### config.mk
export PLATFORM = sky130hd
export DESIGN_NAME = vector_alu_pipe_flat
export DESIGN_NICKNAME = d
export VERILOG_FILES = /design/src/rtl/vector_alu_pipe_pkg.sv /design/src/rtl/vector_alu_pipe_if.sv /design/src/rtl/vector_alu_pipe_lane_div.sv /design/src/rtl/vector_alu_pipe.sv /design/src/flat_wrapper.sv
export SDC_FILE = /design/constraint.sdc
export NUM_CORES = 2
export LEC_CHECK = 0
export BUFFER_PORTS_ARGS = -buffer_cell sky130_fd_sc_hd__buf_2
export CAP_MARGIN = 20
export CORE_ASPECT_RATIO = 0.9
export CORE_MARGIN = 2
export CORE_UTILIZATION = 25
export CTS_BUF_LIST = sky130_fd_sc_hd__clkbuf_4 sky130_fd_sc_hd__clkbuf_8
export DETAILED_ROUTE_END_ITERATION = 8
export GPL_ROUTABILITY_DRIVEN = 0
export PLACE_DENSITY = 0.47
export SYNTH_ARGS = -nofsm -noshare
export SYNTH_HDL_FRONTEND = slang
export SYNTH_HIERARCHICAL = 1
export SYNTH_SLANG_ARGS = --single-unit
### constraint.sdc
create_clock -name clk -period 3.1 [get_ports clk]
set_input_delay 0.62 -clock clk [delete_from_list [all_inputs] [get_ports clk]]
set_output_delay 0.62 -clock clk [all_outputs]
set_load 0.02 [all_outputs]
### src/rtl/vector_alu_pipe_pkg.sv
// Shared types and defaults for the pipelined vector ALU.
package vector_alu_pkg;

  localparam int unsigned VALU_LANES = 16;
  localparam int unsigned VALU_LW    = 8;

  // Opcode encodings; 7 decodes to zero just like 0.
  typedef enum logic [2:0] {
    OpZero    = 3'd0,
    OpPassA   = 3'd1,
    OpAdd     = 3'd2,
    OpSub     = 3'd3,
    OpMul     = 3'd4,
    OpDiv     = 3'd5,
    OpMulH    = 3'd6,
    OpZeroAlt = 3'd7
  } valu_op_t;

  typedef enum logic [0:0] {
    StIdle = 1'b0,
    StDiv  = 1'b1
  } valu_state_t;

endpackage

### src/rtl/vector_alu_pipe_if.sv
// Operand/result handshake bundle for vector_alu_pipe.
// master = producer of operands and consumer of results; slave = the ALU.
interface vector_alu_pipe_if
  import vector_alu_pkg::*;
#(
  parameter int unsigned LANES = VALU_LANES,
  parameter int unsigned LW    = VALU_LW
);

  logic                  in_valid;
  logic                  in_ready;
  logic [LANES*LW-1:0]   a;
  logic [LANES*LW-1:0]   b;
  logic [2:0]            op;
  logic                  sat;
  logic                  out_valid;
  logic                  out_ready;
  logic [LANES*LW-1:0]   c;
  logic [LANES-1:0]      dz;

  modport master (
    output in_valid, a, b, op, sat, out_ready,
    input  in_ready, out_valid, c, dz
  );

  modport slave (
    input  in_valid, a, b, op, sat, out_ready,
    output in_ready, out_valid, c, dz
  );

endinterface

### src/rtl/vector_alu_pipe_lane_div.sv
// One lane of the iterative restoring divider: one quotient bit per step, MSB first.
module vector_lane_div #(
  parameter int unsigned LW = 8
) (
  input  logic          clk,
  input  logic          rst_n,
  input  logic          start,
  input  logic          step,
  input  logic [LW-1:0] a,
  input  logic [LW-1:0] b,
  output logic [LW-1:0] q,
  output logic          dz
);

  logic [LW-1:0] rem_q, rem_d;
  logic [LW-1:0] quo_q, quo_d;
  logic [LW-1:0] dvs_q, dvs_d;

  logic [LW:0]   trial;
  logic [LW-1:0] rem_sub;
  logic          rem_sub_msb_unused;
  logic          fits;
  logic [LW-1:0] rem_nxt;
  logic [LW-1:0] quo_nxt;

  // Shift the next dividend bit (held in the quotient register's MSB) into the remainder.
  assign trial = {rem_q, quo_q[LW-1]};
  assign fits  = (trial >= {1'b0, dvs_q});
  // When the trial fits, trial - divisor < divisor, so the top bit is always zero.
  assign {rem_sub_msb_unused, rem_sub} = trial - {1'b0, dvs_q};
  assign rem_nxt = fits ? rem_sub : trial[LW-1:0];
  assign quo_nxt = {quo_q[LW-2:0], fits};

  assign dz = (dvs_q == '0);
  // Quotient after the step about to happen; a zero divisor forces all ones.
  assign q  = dz ? '1 : quo_nxt;

  // Next-state: load operands on start, otherwise advance one step per pulse.
  always_comb begin
    rem_d = rem_q;
    quo_d = quo_q;
    dvs_d = dvs_q;
    if (start) begin
      rem_d = '0;
      quo_d = a;
      dvs_d = b;
    end else if (step) begin
      rem_d = rem_nxt;
      quo_d = quo_nxt;
    end
  end

  // Lane divider state registers.
  always_ff @(posedge clk or negedge rst_n) begin
    if (!rst_n) begin
      rem_q <= '0;
      quo_q <= '0;
      dvs_q <= '0;
    end else begin
      rem_q <= rem_d;
      quo_q <= quo_d;
      dvs_q <= dvs_d;
    end
  end

endmodule

### src/rtl/vector_alu_pipe.sv
// Handshaked vector ALU: single-cycle lane ops registered once, DIV as an LW-step divider.
module vector_alu_pipe
  import vector_alu_pkg::*;
#(
  parameter int unsigned LANES = VALU_LANES,
  parameter int unsigned LW    = VALU_LW
) (
  input logic              clk,
  input logic              rst_n,
  vector_alu_pipe_if.slave bus
);

  localparam int unsigned W        = LANES * LW;
  localparam int unsigned CntW     = (LW > 2) ? $clog2(LW) : 1;
  localparam logic [CntW-1:0] CntLast = CntW'(LW - 1);
  localparam logic [2*LW-1:0] RoundHalf = (2*LW)'(1) << (LW - 1);

  valu_state_t      state_q, state_d;
  logic [CntW-1:0]  cnt_q, cnt_d;
  logic             out_valid_q, out_valid_d;
  logic [W-1:0]     c_q, c_d;
  logic [LANES-1:0] dz_q, dz_d;

  valu_op_t         op;
  logic             in_ready;
  logic             accept;
  logic             div_start;
  logic             div_step;
  logic [W-1:0]     alu_res;
  logic [W-1:0]     div_q;
  logic [LANES-1:0] div_dz;

  assign op        = valu_op_t'(bus.op);
  // The output slot is free or being drained this edge; never accept while dividing.
  assign in_ready  = (state_q == StIdle) && (!out_valid_q || bus.out_ready);
  assign accept    = bus.in_valid && in_ready;
  assign div_start = accept && (op == OpDiv);
  assign div_step  = (state_q == StDiv);

  for (genvar i = 0; i < LANES; i++) begin : g_lane
    logic [LW-1:0]   la, lb, res;
    logic [LW:0]     sum, diff;
    logic [2*LW-1:0] prod, prod_rnd;
    logic [LW-1:0]   mulh, mulh_frac_unused;

    assign la   = bus.a[i*LW +: LW];
    assign lb   = bus.b[i*LW +: LW];
    assign sum  = {1'b0, la} + {1'b0, lb};
    // diff[LW] is the borrow out.
    assign diff = {1'b0, la} - {1'b0, lb};
    assign prod = {{LW{1'b0}}, la} * {{LW{1'b0}}, lb};
    // Rounded high half cannot overflow: (2^LW-1)^2 + 2^(LW-1) < 2^(2*LW).
    assign prod_rnd = prod + RoundHalf;
    assign {mulh, mulh_frac_unused} = prod_rnd;

    // Single-cycle lane result; DIV is produced by the lane divider instead.
    always_comb begin
      res = '0;
      case (op)
        OpPassA: res = la;
        OpAdd:   res = (bus.sat && sum[LW]) ? '1 : sum[LW-1:0];
        OpSub:   res = (bus.sat && diff[LW]) ? '0 : diff[LW-1:0];
        OpMul:   res = (bus.sat && (|prod[2*LW-1:LW])) ? '1 : prod[LW-1:0];
        OpMulH:  res = mulh;
        default: res = '0;
      endcase
    end

    assign alu_res[i*LW +: LW] = res;

    vector_lane_div #(
      .LW (LW)
    ) u_div (
      .clk   (clk),
      .rst_n (rst_n),
      .start (div_start),
      .step  (div_step),
      .a     (la),
      .b     (lb),
      .q     (div_q[i*LW +: LW]),
      .dz    (div_dz[i])
    );
  end

  // FSM next-state and output-register update.
  always_comb begin
    state_d     = state_q;
    cnt_d       = cnt_q;
    out_valid_d = out_valid_q;
    c_d         = c_q;
    dz_d        = dz_q;
    unique case (state_q)
      StIdle: begin
        if (out_valid_q && bus.out_ready) begin
          out_valid_d = 1'b0;
        end
        if (accept) begin
          if (op == OpDiv) begin
            state_d     = StDiv;
            cnt_d       = '0;
            out_valid_d = 1'b0;
          end else begin
            out_valid_d = 1'b1;
            c_d         = alu_res;
            dz_d        = '0;
          end
        end
      end
      StDiv: begin
        cnt_d = cnt_q + 1'b1;
        // This edge performs the final step; capture the post-step quotient.
        if (cnt_q == CntLast) begin
          state_d     = StIdle;
          cnt_d       = '0;
          out_valid_d = 1'b1;
          c_d         = div_q;
          dz_d        = div_dz;
        end
      end
      default: state_d = StIdle;
    endcase
  end

  // State, step counter and output register.
  always_ff @(posedge clk or negedge rst_n) begin
    if (!rst_n) begin
      state_q     <= StIdle;
      cnt_q       <= '0;
      out_valid_q <= 1'b0;
      c_q         <= '0;
      dz_q        <= '0;
    end else begin
      state_q     <= state_d;
      cnt_q       <= cnt_d;
      out_valid_q <= out_valid_d;
      c_q         <= c_d;
      dz_q        <= dz_d;
    end
  end

  assign bus.in_ready  = in_ready;
  assign bus.out_valid = out_valid_q;
  assign bus.c         = c_q;
  assign bus.dz        = dz_q;

endmodule
### src/flat_wrapper.sv
// flat-port wrapper written by rule: the top's interface ports become plain ports
module vector_alu_pipe_flat import vector_alu_pkg::*;
#(
  parameter int unsigned LANES = VALU_LANES,
  parameter int unsigned LW    = VALU_LW
)
  (clk, rst_n, bus_in_valid, bus_a, bus_b, bus_op, bus_sat, bus_out_ready, bus_in_ready, bus_out_valid, bus_c, bus_dz);
  vector_alu_pipe_if #(.LANES(LANES), .LW(LW)) bus_i ();
  input logic clk;
  input logic rst_n;
  input wire logic [$bits(bus_i.in_valid)-1:0] bus_in_valid;
  input wire logic [$bits(bus_i.a)-1:0] bus_a;
  input wire logic [$bits(bus_i.b)-1:0] bus_b;
  input wire logic [$bits(bus_i.op)-1:0] bus_op;
  input wire logic [$bits(bus_i.sat)-1:0] bus_sat;
  input wire logic [$bits(bus_i.out_ready)-1:0] bus_out_ready;
  output wire logic [$bits(bus_i.in_ready)-1:0] bus_in_ready;
  output wire logic [$bits(bus_i.out_valid)-1:0] bus_out_valid;
  output wire logic [$bits(bus_i.c)-1:0] bus_c;
  output wire logic [$bits(bus_i.dz)-1:0] bus_dz;
  assign bus_i.in_valid = bus_in_valid;
  assign bus_i.a = bus_a;
  assign bus_i.b = bus_b;
  assign bus_i.op = bus_op;
  assign bus_i.sat = bus_sat;
  assign bus_i.out_ready = bus_out_ready;
  assign bus_in_ready = bus_i.in_ready;
  assign bus_out_valid = bus_i.out_valid;
  assign bus_c = bus_i.c;
  assign bus_dz = bus_i.dz;
  vector_alu_pipe #(.LANES(LANES), .LW(LW)) u_core (.clk(clk), .rst_n(rst_n), .bus(bus_i));
endmodule
==> metrics <==
status=complete, but fails checks; failing checks=negative setup slack; HP Class=input port to register; initial core utilization=25.13%; metal3 WL=15880 µm; Hold Path Sink=u_core/g_lane[3].u_div/dvs_q[5]; post-layout min period=4.543 ns; number of synthesized flops with an enable pin=0; largest net degree at the start of global routing=110; DRC errors left=0; num rows=202; Pleak=0.05554 µW; Slew @ Worst Pin=0.8938 ns; worst path cell trace=buf_6, ha_4, fa_1, fa_2, fa_1, inv_2, fa_1, inv_2, ha_4, a21o_4, a221o_1, or3_4, a211o_1, a21oi_2, nand4_4, and2_4, o32a_1; CTS tree=yes; Die Span Y=555.8 µm; first-pass iteration count of the detailed router=7; pwr dens=957.9 nW/µm²; FF-to-FF path depth=9; post-synthesis async set-or-reset flop share=100.0%; layout cell share with drive strength beyond 1=32.87%; DPL Wire Length=283200 µm; Top FF cell, synth=dfrtp_1; Yosys top cell by area=dfrtp_1; Num CTS Buffers=112; worst hold margin=0.08201 ns; period utilization=146.6%; CTS sink cnt=533; synth unique cells=109; Top Metal Used=met5; Hold Path Depth=4; Final ANT Viol Nets=0; switching power=55240 µW; Clock Root Buffer=clkbuf_8; Routed Wire Length=351300 µm; internal power=59840 µW; first-pass GRT wire length=532800 µm; Netlist Area Pre-Place=84590 µm²; most common cell in the netlist=inv_1; most used cell, CP=fa_1; setup_tns=-152.64 ns; Critical Path RT=3.89 ns; Synth top area share=15.77%; Routed wire per std cell=20.25 µm; vias in the first global route=85.35k; combinational share of power=80.1%; most common library cells after synthesis=1291 x inv_1, 978 x ha_1, 850 x nor2_1; Reg power frac=12.0%; Clock power frac=8.0%; CTS clk-pin slew, worst paths=0.06 ns; final hold vios=0; Setup-failing EPs final=128; Gate Count Post-Synth=10.36k; CP peak stage delay=0.57 ns; skew final=0.03978 ns; Met2 Routed Length=156800 µm; Net Count, Synth=12.22k; Clk Latency, worst-skew pair=0.91 ns; Layout Nets=14.62k; # IOs=410; maximum vdd drop=491.1 µV; Overflow after GRT=0; sequential area share after synthesis=15.77%; critical-path maximum fanout=4; RR Startpoint=u_core/bus.out_valid; core area=336700 µm²; Rel. slew slack=40.06%; unrepaired setup endpoints after global routing=yes; crit end category=register; Avg Synthesized Cell Area=8.167 µm²; via count=84.27k; number of vias per cell=4.857; initial antenna violation count=32; max_cap viols=0; met1 WL=167700 µm; nature of the critical path startpoint=input port; slack of the critical path=-1.443 ns; critical path class=input port to register; max-slew violation total from the final report=0; Yosys reg bits=533; GRT Total Usage=20.05%; Die Span X=617.2 µm; clk buf depth=3; R2R Setup Slk=0.23 ns; CP arrival=5.33 ns; min-delay src=bus_b[29]; die area=343000 µm²; Switching Fraction=48.00%; reg2reg end=u_core/bus.c[54]; Layout area overhead=42.02%; CP max stage cell=fa_1; f_max=220.1 MHz; H-tree depth=3; largest cells by area after synthesis=dfrtp_1 16%, fa_1 15%, ha_1 14%; Ys Warns=6; I/O Buffers=409; Iteration-0 DRC Markers=5600
[worst max path at each step]
stage	slack (ns)	to	depth (start not counted)	start
after detailed placement	-2.55	u_core/bus.c[1]	17	bus_a[3]
after global routing	-1.50	u_core/bus.c[105]	17	bus_b[110]
after global placement	-2.57	u_core/bus.c[1]	17	bus_a[3]
final	-1.44	u_core/bus.c[106]	17	bus_a[108]
after CTS	-1.36	u_core/bus.c[6]	17	bus_a[4]
after floorplan	-2.11	u_core/bus.c[105]	17	bus_b[111]
[registers in the layout, summed over array words and instances (netlist names)]
register and flops:
u_core/g_lane.u_div/rem_q 128, u_core/cnt_q 3, u_core/g_lane.u_div/quo_q 128, u_core/div_step 1, u_core/g_lane.u_div/dvs_q 128, u_core/bus.out_valid 1
u_core/bus.c 128, u_core/bus.dz 16
[what timing repair did]
item	in CTS	in global routing
gates resized for setup	1020	508
hold buffers	11	0
endpoints found under the setup margin	128	128
gates cloned	0	0
pin swaps	532	398
buffers inserted	135	79
endpoints found under the hold margin	39	0
[worst max-delay path: cells and delay by family]
family / cells / cell delay (ns)
simple gates: 3 / 0.78
compound gates: 5 / 1.33
buf+inv: 3 / 0.20
fa+ha+maj: 6 / 2.38
[layout make-up]
| type | count | area (µm²) |
|---|---|---|
| fill | 35164 | 216500 |
| multi-input combinational | 8147 | 71830 |
| timing repair buffer | 2670 | 21780 |
| sequential | 533 | 13340 |
| tap | 4488 | 5615 |
| inverter | 1292 | 4901 |
| clock buffer | 163 | 2081 |
| clock inverter | 46 | 558.0 |
| antenna | 10 | 25.02 |
[kinds of logic (layout without fill, tap and decap cells)]
logic type,count (synthesis),after routing,share of synthesized area [%]
DFF,533,533,15.77
adders and majority gates,1602,1602,29.23
other,0,10,0
muxes,165,165,1.981
buffers and inverters,1678,4171,7.609
AOI/OAI and AO/OA,2613,2613,21.31
and+or+nand+nor,3400,3400,20.27
xor gates and xnor gates,367,367,3.832
[stage by stage]
stage / power [µW] / area (µm²) / worst slack (ns) / std cells / util [%]
after floorplan: 64450 / 87230 / -2.106 / 10358 / -
after global placement: 93870 / 109500 / -2.567 / 16925 / 32.52
after detailed placement: 93770 / 109500 / -2.545 / 16925 / 32.52
after CTS: 111100 / 117400 / -1.357 / 17270 / 34.89
after global routing: 124700 / 120100 / -1.499 / 17346 / 35.68
final: 115100 / 120100 / -1.443 / 17349 / 35.68
[routing by layer]
metal | vias to the layer above | GRT usage, %
li1 | 40862 | -
met5 | - | 0
met3 | 376 | 2.293
met2 | 1824 | 32.16
met4 | 10 | 5.540
met1 | 41195 | 28.29
[placed cells by master (no fill, tap or decap), types with 52 or more instances in the layout]
cell	netlist	final
xor2_1	128	109
inv_2	0	103
and2_4	0	125
a311oi_1	62	55
mux2i_1	146	143
o22ai_1	82	78
ha_4	0	119
buf_4	7	2092
nor2b_1	126	114
dfrtp_1	533	532
fa_1	624	568
nand2_1	806	719
nand2_2	18	76
nor2_1	850	782
nor3_1	143	119
buf_6	10	195
ha_1	978	806
and3_1	69	64
a21o_1	108	106
and2_1	587	463
buf_2	29	229
o21bai_1	59	52
a21oi_1	490	431
o21ai_0	654	574
fa_2	0	56
nand2b_1	228	222
xnor2_1	237	202
o21a_1	117	113
a211oi_1	131	94
a31oi_1	109	91
clkbuf_8	0	137
o31a_1	58	58
buf_12	0	101
nand3_1	173	145
inv_1	1291	1174
nand4_1	64	64
ha_2	0	53
o211ai_1	68	68
[power by group through the flow]
stage / combinational (µW) / sequential [µW] / clock, µW
6_report: 92100 / 13800 / 9160
5_1_grt: 101000 / 14200 / 9750
4_1_cts: 87800 / 13800 / 9460
3_5_place_dp: 79900 / 13900 / 0
3_3_place_gp: 79900 / 13900 / 0
2_1_floorplan: 51100 / 13400 / 0
(Power assumes the default switching activity.)
